<file path="src/rtl/cpu_ctrl_fsm.sv">
// cpu_ctrl_fsm: multi-cycle fetch/decode/execute sequencer with a data-memory handshake and timeout
module cpu_ctrl_fsm #(
    parameter int PC_W    = 9,
    parameter int TIMEOUT = 15
) (
    input  logic            clk,
    input  logic            rst,
    input  logic [15:0]     inst_data,
    output logic [PC_W-1:0] pc,
    output logic [15:0]     ir,
    output logic [2:0]      rf_addr1,
    output logic [2:0]      rf_addr2,
    output logic [8:0]      imm,
    output logic            reg_we,
    output logic [1:0]      wb_sel,
    output logic            mem_req,
    output logic            mem_we,
    output logic [8:0]      mem_addr,
    input  logic            mem_ack,
    output logic            mdr_load,
    output logic            halted,
    output logic            illegal,
    output logic            bus_err
);
    typedef enum logic [2:0] {FETCH, DECODE, EXEC, MEM_WAIT, WB, HALT} state_t;
    state_t     state;
    logic [7:0] cnt;
    logic [3:0] op;
    assign op       = ir[15:12];
    assign rf_addr1 = ir[11:9];
    assign rf_addr2 = ir[8:6];
    assign imm      = ir[8:0];
    assign mem_addr = ir[8:0];
    // strobes decode from state and ir only; mdr_load is the one path from an input
    assign reg_we   = (state == WB) || (state == EXEC && (op == 4'd1 || op == 4'd4));
    assign wb_sel   = (state == WB) ? 2'd2 : (state == EXEC && op == 4'd4) ? 2'd1 : 2'd0;
    assign mem_req  = state == MEM_WAIT;
    assign mem_we   = mem_req && op == 4'd3;
    assign mdr_load = mem_req && op == 4'd2 && mem_ack;
    assign halted   = state == HALT;
    always_ff @(posedge clk) begin
        if (rst) begin
            state   <= FETCH;
            pc      <= '0;
            ir      <= '0;
            cnt     <= '0;
            illegal <= 1'b0;
            bus_err <= 1'b0;
        end else begin
            case (state)
                FETCH: state <= DECODE;
                DECODE: begin
                    ir    <= inst_data;
                    pc    <= pc + 1'b1;
                    state <= EXEC;
                end
                EXEC: begin
                    state <= FETCH;
                    if (op == 4'd2 || op == 4'd3) begin
                        cnt   <= '0;
                        state <= MEM_WAIT;
                    end
                    if (op == 4'd5) pc <= PC_W'(ir[8:0]);
                    if (op == 4'd6) state <= HALT;
                    if (op > 4'd6) illegal <= 1'b1;
                end
                MEM_WAIT: begin
                    if (mem_ack) state <= (op == 4'd2) ? WB : FETCH;
                    else if (cnt == 8'(TIMEOUT - 1)) begin
                        bus_err <= 1'b1;
                        state   <= HALT;
                    end else cnt <= cnt + 1'b1;
                end
                WB: state <= FETCH;
                HALT: state <= HALT;
                default: state <= FETCH;
            endcase
        end
    end
endmodule

</file>
<file path="config.mk">
export PLATFORM = sky130hd
export DESIGN_NAME = cpu_ctrl_fsm
export DESIGN_NICKNAME = d
export VERILOG_FILES = /design/src/rtl/cpu_ctrl_fsm.sv
export SDC_FILE = /design/constraint.sdc
export NUM_CORES = 1
export LEC_CHECK = 0
export CAP_MARGIN = 30
export CORE_MARGIN = 2
export CORE_UTILIZATION = 35
export DETAILED_ROUTE_END_ITERATION = 7
export MAX_ROUTING_LAYER = met4
export PLACE_DENSITY = 0.73
export SYNTH_ARGS = -nofsm -noshare
export SYNTH_HDL_FRONTEND = slang
export SYNTH_SLANG_ARGS = --single-unit
</file>
<file path="constraint.sdc">
create_clock -name clk -period 4 [get_ports clk]
set_input_delay 0.6 -clock clk [delete_from_list [all_inputs] [get_ports clk]]
set_output_delay 0.6 -clock clk [all_outputs]
set_load 0.01 [all_outputs]
</file>
==> Word-level counts from Yosys, hierarchy flattened <==
Cells that the tools add are included.
{ "totals": {"register_bits": 38, "elab_cells": 56} }
{ "op_classes": {"addsub": 2, "magnitude_cmp": 1, "n_eq_ne": 17, "n_mux": 14, "bitwise_logic": 1, "reduce_logical": 15} }
{ "op_table": {"columns": ["op", "count"], "rows": [
  ["2-to-1 mux 8 bit", 3],
  ["one-hot mux 9 bit (2 select lines)", 1],
  ["one-hot mux 8 bit (2 select lines)", 1],
  ["one-hot mux 3 bit (5 select lines)", 1],
  ["equality test 4 x 3 -> 1 bit (second input constant)", 3],
  ["2-to-1 mux 3 bit", 4],
  ["adder 9 x 1 -> 9 bit (second input constant)", 1],
  ["2-to-1 mux 9 bit", 1],
  ["adder 8 x 1 -> 8 bit (second input constant)", 1],
  ["equality test 4 x 2 -> 1 bit (second input constant)", 2],
  ["equality test 8 x 4 -> 1 bit (second input constant)", 1],
  ["equality test 3 x 2 -> 1 bit (second input constant)", 2],
  ["equality test 3 bit (second input constant)", 2],
  ["logical AND 1 bit", 5],
  ["equality test 4 x 1 -> 1 bit (second input constant)", 1],
  ["greater-than comparator 4 x 3 -> 1 bit (second input constant)", 1],
  ["2-to-1 mux 2 bit", 2],
  ["!= test 2 x 1 -> 1 bit (second input constant)", 2],
  ["!= test 2 bit (second input constant)", 2],
  ["AND reduction 2 bit", 2],
  ["AND reduction 4 bit", 1],
  ["nonzero test 2 bit", 2],
  ["equality test 3 x 1 -> 1 bit (second input constant)", 1],
  ["zero test 3 bit", 1],
  ["5 further kinds", 7]
]} }

==> Logic depth before layout (Yosys ltp) <==
Gate-level depths: netlist of run 1.
{ "depth": {"depth_word": 5, "mapped_depth": 7, "ltp_nobuf": 6} }

==> Worst setup path after synthesis of run 1 <==
Ideal clock, no wire load.
{ "synth_path": {"kind": "reg-to-output", "startpoint": "register state[0]", "endpoint": "output wb_sel[0]", "t_arrival_ps": 1581, "required_time_ps": 3400, "slack_ps": 1819, "stages_incl_launch_ff": 7, "n_path_buf": 3, "cell_sequence": "dfxtp_1 > buf_2 > nor3b_1 > clkbuf_1 > buf_2 > nand2_1 > nor3b_1"} }
{ "synth_between": {"elab_chain_cells": 4, "elab_cells_between_ends": 5} }
{ "synth_lines": {"columns": ["item", "line", "rtl"], "rows": [
  ["from (decl)", "26", "state_t state;"],
  ["from (signal assigned)", "68", "if (mem_ack) state <= (op == 4'd2) ? WB : FETCH;"],
  ["equality test 3 x 2 -> 1 bit", "36", "assign wb_sel = (state == WB) ? 2'd2 : (state == EXEC && op == 4'd4) ? 2'd1 : 2'd0;"],
  ["logical AND 1 bit", "36", null],
  ["2-to-1 mux 1 bit", "36", null],
  ["2-to-1 mux 2 bit (*)", "36", null],
  ["to (decl)", "15", "output logic [1:0] wb_sel,"]
]} }
Mark *: on every way between the ends. The rest lies on a longest branch, timed or not.

==> Final worst setup path of run 1 <==
{ "layout_path": {"startpoint": "register state[1]", "endpoint": "output wb_sel[0]"} }
Same word-level chain as after synthesis.

==> flow_summary.ini, run 1 <==
[outcome]
status = finished clean

[die]
dieArea_um2 = 6890
ioPinCount = 77
die_y_um = 83.0
core_area_um2 = 5990
rows = 28
dieWidth_um = 83.0
start_util = 0.365

[clock_network]
clk_pin_slew_ns = 0.08
insertion_delay_ns = 0.30
cts_buffer_depth = 2
cts_resized = 0
cts_root_buffer = clkbuf_8
hold_buffers = 0
cts_buffers = 5
postCtsSetupBuffers = 0
htreeDepth = 2
cts_tree = yes
cts_sinks = 38

[power]
p_leak_nw = 1.01
p_int_mw = 0.646
power_density_nw_per_um2 = 325
p_sw_frac = 0.309
seq_power_share = 0.466
comb_power_share = 0.250
peakVddDrop_mv = 0.178
switchingPower_mw = 0.289
p_clk_frac = 0.284

[final_layout]
multi_input_area_um2 = 1120
layout.nets = 342
final_area_um2 = 2880
fillers = 586
antennaDiodeCount = 0
ff_latch_area_um2 = 761
final_util = 0.480
stdcell_count = 396
syn_to_final_growth_pct = 31.7
drive_gt1_frac = 0.0717

[logic_synthesis]
syn_area_per_cell_um2 = 7.86
ys_warn_count = 0
synth_top_cell_area_share = 0.348
synth_ff_type = dfxtp_1
synth_area_leaders = dfxtp_1, nand2_1, buf_4, a21oi_1, o21ai_0
yosysTopAreaCell = dfxtp_1
yosysUniqueCellTypes = 51
ys_ff_latch = 38
yosysSeqAreaShare = 0.348
synth_enable_flop_cells = 0
syn-instance-count = 278
syn_area_um2 = 2190
synth_fp_nets = 300
synthArstFlopShare = 0

[sta]
skew_ns = 0.00780
fin_crit_sh = 0.681
rsz0062_at_grt = false
worstMarginPinSlew_ns = 0.839
setup_viol = 0
tns_ns = 0
holdWs_ns = 0.469
hold_viol_final = 0
slew-limit-headroom = 0.438
period_minus_slack_ns = 2.72
slew_viol_final = 0
timing.fmax_mhz = 367

[setup_path]
arrival_ns = 2.12
required_ns = 3.40
reg2reg_slack_ns = 1.69
r2r_start = state[1]$_SDFFE_PP0P_
r2r_end = pc[7]$_SDFFE_PP0P_
rr_worst_depth = 4
path_class = register to primary output
cp-start-kind = register
critPathMaxFanout = 20
end_kind = primary output

[route]
wl_um = 5370
vias = 2029
dr.pass1.iters = 4
ant_nets = 0
wire_per_inst_um = 13.6
drt_iter0_drc = 151
vias_per_cell = 5.12
drc = 0

[hold_path]
min_to = ir[9]$_SDFFE_PP0N_
hold_depth = 2
hp-start = ir[9]$_SDFFE_PP0N_
hold_path_class = register to register

[grt]
grt_max_degree = 36
grt_pass1_vias = 1889
grt_usage = 0.157
antenna_found_initial = 0
grt_pass1_wl_um = 8830
grt_overflow = 0

[place]
port_buffers = 76
gp_congestion = 0.840
post_dp_cell_area_um2 = 2790
placed_cells = 388
hpwlAfterDp_um = 3840

[flow_run]
max_cap_violations = 0
==> cells by family after synthesis <==
logic type | Yosys count | share of synthesized area
AND/OR/NAND/NOR | 107 | 0.244
AO/OA/AOI/OAI | 75 | 0.237
buffers and inverters | 52 | 0.140
flip-flops | 38 | 0.348
adder cells (fa/ha/maj) | 3 | 0.0172
multiplexers | 2 | 0.00916
XOR/XNOR | 1 | 0.00401
==> per-stage QoR <==
step / setup slack (ns) / total power [mW]
CTS: 1.29 / 0.941
finish: 1.28 / 0.935
floorplan: 1.82 / 0.589
global route: 1.10 / 0.984
global placement: 1.54 / 0.676
detailed placement: 1.53 / 0.680
==> synth_stat cells, types with 2 or more instances <==
| cell type | instances |
|---|---|
| a211oi_1 | 3 |
| dfxtp_1 | 38 |
| nand3_1 | 10 |
| and2_1 | 6 |
| inv_1 | 8 |
| o2111ai_1 | 5 |
| nand2_1 | 52 |
| nand4_1 | 3 |
| a2111o_1 | 5 |
| clkbuf_1 | 10 |
| o22ai_1 | 2 |
| nor2_1 | 7 |
| mux2i_1 | 2 |
| buf_4 | 25 |
| a21oi_1 | 32 |
| nor3b_1 | 4 |
| nor4_1 | 3 |
| a211o_1 | 2 |
| o21ai_0 | 12 |
| ha_1 | 3 |
| and3_1 | 3 |
| nand2b_1 | 5 |
| nor3_1 | 4 |
| buf_2 | 7 |
==> flip-flops by register name (all words and copies together), names as in the netlist <==
name and cells:
bus_err 1, illegal 1, cnt 8, ir 16, state 3, pc 9
==> power by group through the flow <==
| stage | clock network, mW | logic, mW | registers (mW) |
|---|---|---|---|
| 6_report | 0.265 | 0.234 | 0.436 |
| 5_1_grt | 0.286 | 0.256 | 0.442 |
| 4_1_cts | 0.269 | 0.236 | 0.436 |
| 3_5_place_dp | 0 | 0.235 | 0.445 |
| 3_3_place_gp | 0 | 0.232 | 0.444 |
| 2_1_floorplan | 0 | 0.154 | 0.435 |
==> layer usage <==
layer	vias to the layer above	track usage	share of wire
met5	-	-	0
met4	0	0.0492	0.012
met3	9	0.0467	0.055
met2	56	0.246	0.47
met1	930	0.195	0.46
li1	1034	-	-
==> worst max path at each step <==
stage | start | endpoint | cells past startpoint
after detailed placement | mem_ack | mdr_load | 3
after global routing | state[1]$_SDFFE_PP0P_ | wb_sel[0] | 5
after floorplan | state[0]$_SDFFE_PP0P_ | wb_sel[0] | 6
final | state[1]$_SDFFE_PP0P_ | wb_sel[0] | 5
after CTS | state[1]$_SDFFE_PP0P_ | wb_sel[0] | 5
after global placement | mem_ack | mdr_load | 3
==> critical path, cell delays in order (launching register included) <==
cell and delay [ns]:
dfxtp_1 0.48, nor3b_2 0.21, buf_4 0.24, nand2_1 0.11, nor3b_1 0.21, clkdlybuf4s50_1 0.59
==> area by class of cell <==
class,count,share of cell area
well taps,75,0.0326
multi-input cells,188,0.390
clock buffers,6,0.0252
clock inverters,2,0.00478
flip-flops and latches,38,0.264
inverters,8,0.0104
repair buffers,79,0.272
==> layout by cell type, fill, tap and decap left out, types with 2 or more instances in the layout <==
| cell | instances |
|---|---|
| buf_4 | 3 |
| a21oi_1 | 32 |
| a211o_1 | 2 |
| ha_1 | 3 |
| dfxtp_1 | 38 |
| nor4_1 | 3 |
| nor2_1 | 7 |
| o2111ai_1 | 5 |
| o22ai_1 | 2 |
| a211oi_1 | 3 |
| nand2b_1 | 5 |
| nand2_1 | 52 |
| and3_1 | 3 |
| nand4_1 | 3 |
| mux2i_1 | 2 |
| a2111o_1 | 5 |
| nand3_1 | 10 |
| inv_1 | 8 |
| and2_1 | 6 |
| nor3_1 | 4 |
| o21ai_0 | 12 |
| clkdlybuf4s50_1 | 76 |
| nor3b_1 | 3 |
| nor3b_2 | 2 |
| clkbuf_8 | 5 |
Note: power is estimated with default switching activity, not from simulation.
==> run 2, diff against run 1 <==
Settings changed: PLACE_DENSITY 0.73 to 0.75.
Clock period 4 ns to 2.5 ns, I/O delays scaled along.
==> run 2 against run 1 <==
Compared with the run above:
- combinational power up 64%
- cell count grew 0.76%
- power rose by 71%
- die area unchanged
- global-route usage increased by 0.58 points
- sequential share of layout area decreased by 0.35 points
- largest cell class unchanged
- largest power group unchanged
==> flow_summary.ini, run 2 (synthesis results as in run 1) <==
[sta]
hold_viol_final = 0
tns_ns = 0
fin_crit_sh = 0.927
slew_viol_final = 0
rsz0062_at_grt = false
timing.fmax_mhz = 432
worstMarginPinSlew_ns = 0.447
setup_ws_ns = 0.183
period_minus_slack_ns = 2.32
slew-limit-headroom = 0.702
holdWs_ns = 0.473
skew_ns = 0.00982
setup_viol = 0

[route]
wl_um = 5400
dr.pass1.iters = 4
vias = 2086
drc = 0
ant_nets = 0
wire_per_inst_um = 13.5
vias_per_cell = 5.23
drt_iter0_drc = 151

[final_layout]
final_util = 0.488
antennaDiodeCount = 0
fillers = 585
stdcell_count = 399
largest_reg_flops = 16
syn_to_final_growth_pct = 33.7
final_cell_mix = clkdlybuf4s50_1, nand2_1, dfxtp_1
final_area_um2 = 2920
final_common_cell = clkdlybuf4s50_1
top_regs = ir (16), pc (9), cnt (8)
regMostFlops = ir
drive_gt1_frac = 0.0802
layout.nets = 345

[clock_network]
cts_buffers = 5
cts_root_buffer = clkbuf_8
cts_buffer_depth = 2
cts_tree = yes
insertion_delay_ns = 0.30
hold_buffers = 0
postCtsSetupBuffers = 0
htreeDepth = 2
cts_sinks = 38
clk_pin_slew_ns = 0.07

[power]
p_leak_nw = 1.03
p_clk_frac = 0.321
p_int_mw = 1.14
comb_power_share = 0.241
power_density_nw_per_um2 = 546
switchingPower_mw = 0.453
seq_power_share = 0.438
peakVddDrop_mv = 0.300
finalPower_mw = 1.60
p_sw_frac = 0.284

[setup_path]
arrival_ns = 1.94
r2r_end = cnt[7]$_SDFFE_PP0P_
path_class = register to primary output
end_kind = primary output
required_ns = 2.12
rr_worst_depth = 5
reg2reg_slack_ns = 0.46
cp-start-kind = register
critPathMaxFanout = 10
r2r_start = state[1]$_SDFFE_PP0P_

[grt]
grt_pass1_vias = 1925
grt_max_degree = 21
grt_overflow = 0
grt_usage = 0.163
grt_pass1_wl_um = 9230
antenna_found_initial = 0

[place]
dp_slack_ns = 0.391
placed_cells = 391
gp_congestion = 0.859
port_buffers = 76
post_dp_cell_area_um2 = 2810
hpwlAfterDp_um = 3910

[die]
die_y_um = 83.0
core_area_um2 = 5990
rows = 28
dieWidth_um = 83.0
dieArea_um2 = 6890
start_util = 0.365
ioPinCount = 77

[hold_path]
hold_depth = 2
hp-start = illegal$_SDFFE_PP0P_
hold_path_class = register to register
min_to = illegal$_SDFFE_PP0P_

[flow_run]
max_cap_violations = 0

[outcome]
status = finished clean
run 2: power by group through the flow:
stage	Clock (mW)	Combinational, mW	Sequential, mW
2_1_floorplan	0	0.246	0.696
4_1_cts	0.524	0.386	0.698
5_1_grt	0.552	0.418	0.709
6_report	0.513	0.384	0.699
3_5_place_dp	0	0.385	0.712
3_3_place_gp	0	0.380	0.710
run 2: layer usage:
| layer | share of wire | vias to the layer above | global-route usage |
|---|---|---|---|
| li1 | - | 1047 | - |
| met3 | 0.055 | 10 | 0.0437 |
| met5 | 0 | - | - |
| met4 | 0.011 | 0 | 0.0358 |
| met1 | 0.46 | 965 | 0.199 |
| met2 | 0.48 | 64 | 0.271 |
run 2: area by class of cell:
type	instances	area (µm²)	share of cell area
multi-input combinational	188	1120	0.385
timing repair buffer	82	806	0.276
clock inverter	1	30.0	0.0103
tap	75	93.8	0.0321
clock buffer	7	76.3	0.0261
sequential	38	762	0.261
inverter	8	30.0	0.0103
run 2: worst max path at each step:
stage | from | end
finish | state[1]$_SDFFE_PP0P_ | wb_sel[0]
CTS | state[0]$_SDFFE_PP0P_ | mem_we
global route | state[1]$_SDFFE_PP0P_ | mem_we
floorplan | state[0]$_SDFFE_PP0P_ | wb_sel[0]
detailed placement | mem_ack | cnt[7]$_SDFFE_PP0P_
global placement | mem_ack | cnt[7]$_SDFFE_PP0P_
run 2: worst max-delay path, stage by stage (launching register included):
cell,delay (ns)
dfxtp_1,0.49
nor3b_2,0.27
nand2_1,0.11
nor3b_1,0.20
clkdlybuf4s50_1,0.57
run 2: timing repair:
action,4_1_cts,5_1_grt
endpoints found under the hold margin,0,0
gates resized for setup,0,1
endpoints found under the setup margin,0,1
==> run 3, diff against run 2 <==
Clock period 2.5 ns to 2 ns, I/O delays scaled along.
==> run 3 against run 2 <==
Compared with the run above:
- clock skew down 0.0030 ns
- first-iteration DRC count fell by 49%
- setup slack got worse by 0.089 ns
- combinational power up 32%
- sequential share of layout area down 0.52 points
- cell count increased by 2.3%
- via count up 3.3%
- sequential power rose by 24%
- count of clock-buffer cells in the layout shrank 1
- register-to-register slack got worse by 0.28 ns
- critical endpoint is now wb_sel[1]
- hold slack got worse by 0.0031 ns
- die area did not move
==> flow_summary.ini, run 3 (synthesis results as in run 1) <==
[power]
p_int_mw = 1.35
p_clk_frac = 0.289
p_sw_frac = 0.303
switchingPower_mw = 0.586
seq_power_share = 0.449
finalPower_mw = 1.93
power_density_nw_per_um2 = 647
comb_power_share = 0.262
peakVddDrop_mv = 0.296
p_leak_nw = 1.11

[die]
dieWidth_um = 83.0
start_util = 0.365
core_area_um2 = 5990
dieArea_um2 = 6890
ioPinCount = 77
rows = 28
die_y_um = 83.0

[flow_run]
max_cap_violations = 0

[final_layout]
largest_reg_flops = 16
layout.nets = 354
ff_latch_area_um2 = 764
final_area_um2 = 2990
top_regs = ir (16), pc (9), cnt (8)
final_common_cell = clkdlybuf4s50_1
regMostFlops = ir
multi_input_area_um2 = 1140
fillers = 580
syn_to_final_growth_pct = 36.8
antennaDiodeCount = 0
final_cell_mix = clkdlybuf4s50_1, nand2_1, dfxtp_1
stdcell_count = 408
drive_gt1_frac = 0.126

[clock_network]
cts_tree = yes
cts_buffer_depth = 2
htreeDepth = 2
clk_pin_slew_ns = 0.07
postCtsSetupBuffers = 0
cts_sinks = 38
insertion_delay_ns = 0.29
cts_root_buffer = clkbuf_8
hold_buffers = 0
cts_buffers = 5

[sta]
hold_viol_final = 0
timing.fmax_mhz = 525
fin_crit_sh = 0.953
setup_viol = 0
period_minus_slack_ns = 1.91
slew_viol_final = 0
worstMarginPinSlew_ns = 0.443
tns_ns = 0
setup_ws_ns = 0.0940
slew-limit-headroom = 0.704
skew_ns = 0.00680

[grt]
grt_pass1_vias = 2065
grt_overflow = 0
antenna_found_initial = 0
grt_max_degree = 20
grt_pass1_wl_um = 9740
grt_usage = 0.172

[setup_path]
critPathMaxFanout = 7
r2r_start = state[0]$_SDFFE_PP0P_
end_kind = primary output
required_ns = 1.70
r2r_end = pc[7]$_SDFFE_PP0P_
path_class = register to primary output
reg2reg_slack_ns = 0.18
cp-start-kind = register
rr_worst_depth = 5
arrival_ns = 1.61

[route]
wire_per_inst_um = 14.0
drt_iter0_drc = 77
dr.pass1.iters = 4
ant_nets = 0
wl_um = 5710
vias = 2155
vias_per_cell = 5.28
drc = 0

[place]
dp_slack_ns = 0.0732
placed_cells = 400
hpwlAfterDp_um = 4110
post_dp_cell_area_um2 = 2880
gp_congestion = 0.839
port_buffers = 76

[hold_path]
hold_depth = 2
hp-start = ir[9]$_SDFFE_PP0N_
hold_path_class = register to register
min_to = ir[9]$_SDFFE_PP0N_

[outcome]
status = finished clean
run 3: area by class of cell:
type | count | area share
Sequential cell | 38 | 0.256
Clock inverter | 2 | 0.00418
Clock buffer | 6 | 0.0276
Timing Repair Buffer | 91 | 0.291
Inverter | 8 | 0.0100
Multi-Input combinational cell | 188 | 0.380
Tap cell | 75 | 0.0314
run 3: worst max-delay path by stage:
stage | startpoint | endpoint | slack, ns | cells past startpoint
2_1_floorplan | state[0]$_SDFFE_PP0P_ | wb_sel[0] | 0.12 | 6
3_3_place_gp | mem_ack | cnt[7]$_SDFFE_PP0P_ | 0.11 | 5
4_1_cts | state[1]$_SDFFE_PP0P_ | mem_req | 0.04 | 5
3_5_place_dp | mem_ack | cnt[7]$_SDFFE_PP0P_ | 0.07 | 5
5_1_grt | state[1]$_SDFFE_PP0P_ | wb_sel[1] | -0.001 | 4
6_report | state[1]$_SDFFE_PP0P_ | wb_sel[1] | 0.09 | 4
run 3: power by group through the flow:
stage	registers, mW	logic, mW	clock network, mW
after global routing	0.878	0.550	0.604
after global placement	0.881	0.499	0
final	0.868	0.508	0.558
after detailed placement	0.883	0.508	0
after floorplan	0.871	0.307	0
after CTS	0.867	0.510	0.571
run 3: critical path, stage by stage, from the launching register on:
cell	delay, ns
dfxtp_1	0.33
buf_4	0.16
nand2b_1	0.18
nor2_1	0.10
clkdlybuf4s50_1	0.54
run 3: timing repair:
| item | CTS | global route |
|---|---|---|
| cloned | 0 | 0 |
| pin swaps | 0 | 0 |
| gates resized for setup | 8 | 3 |
| hold endpoints to repair | 0 | 0 |
| endpoints found under the setup margin | 4 | 6 |
run 3: metal layers:
metal	vias to the layer above	GRT usage	part of all wire
li1	1063	-	-
met1	1023	0.209	0.46
met2	60	0.290	0.48
met3	9	0.0408	0.049
met4	0	0.0417	0.011
met5	-	-	0
run 3: through the flow:
stage,utilization,hold WS (ns)
3_5_place_dp,0.481,0.465
5_1_grt,0.499,0.496
4_1_cts,0.497,0.475
2_1_floorplan,-,0.436
6_report,0.499,0.470
3_3_place_gp,0.481,0.454
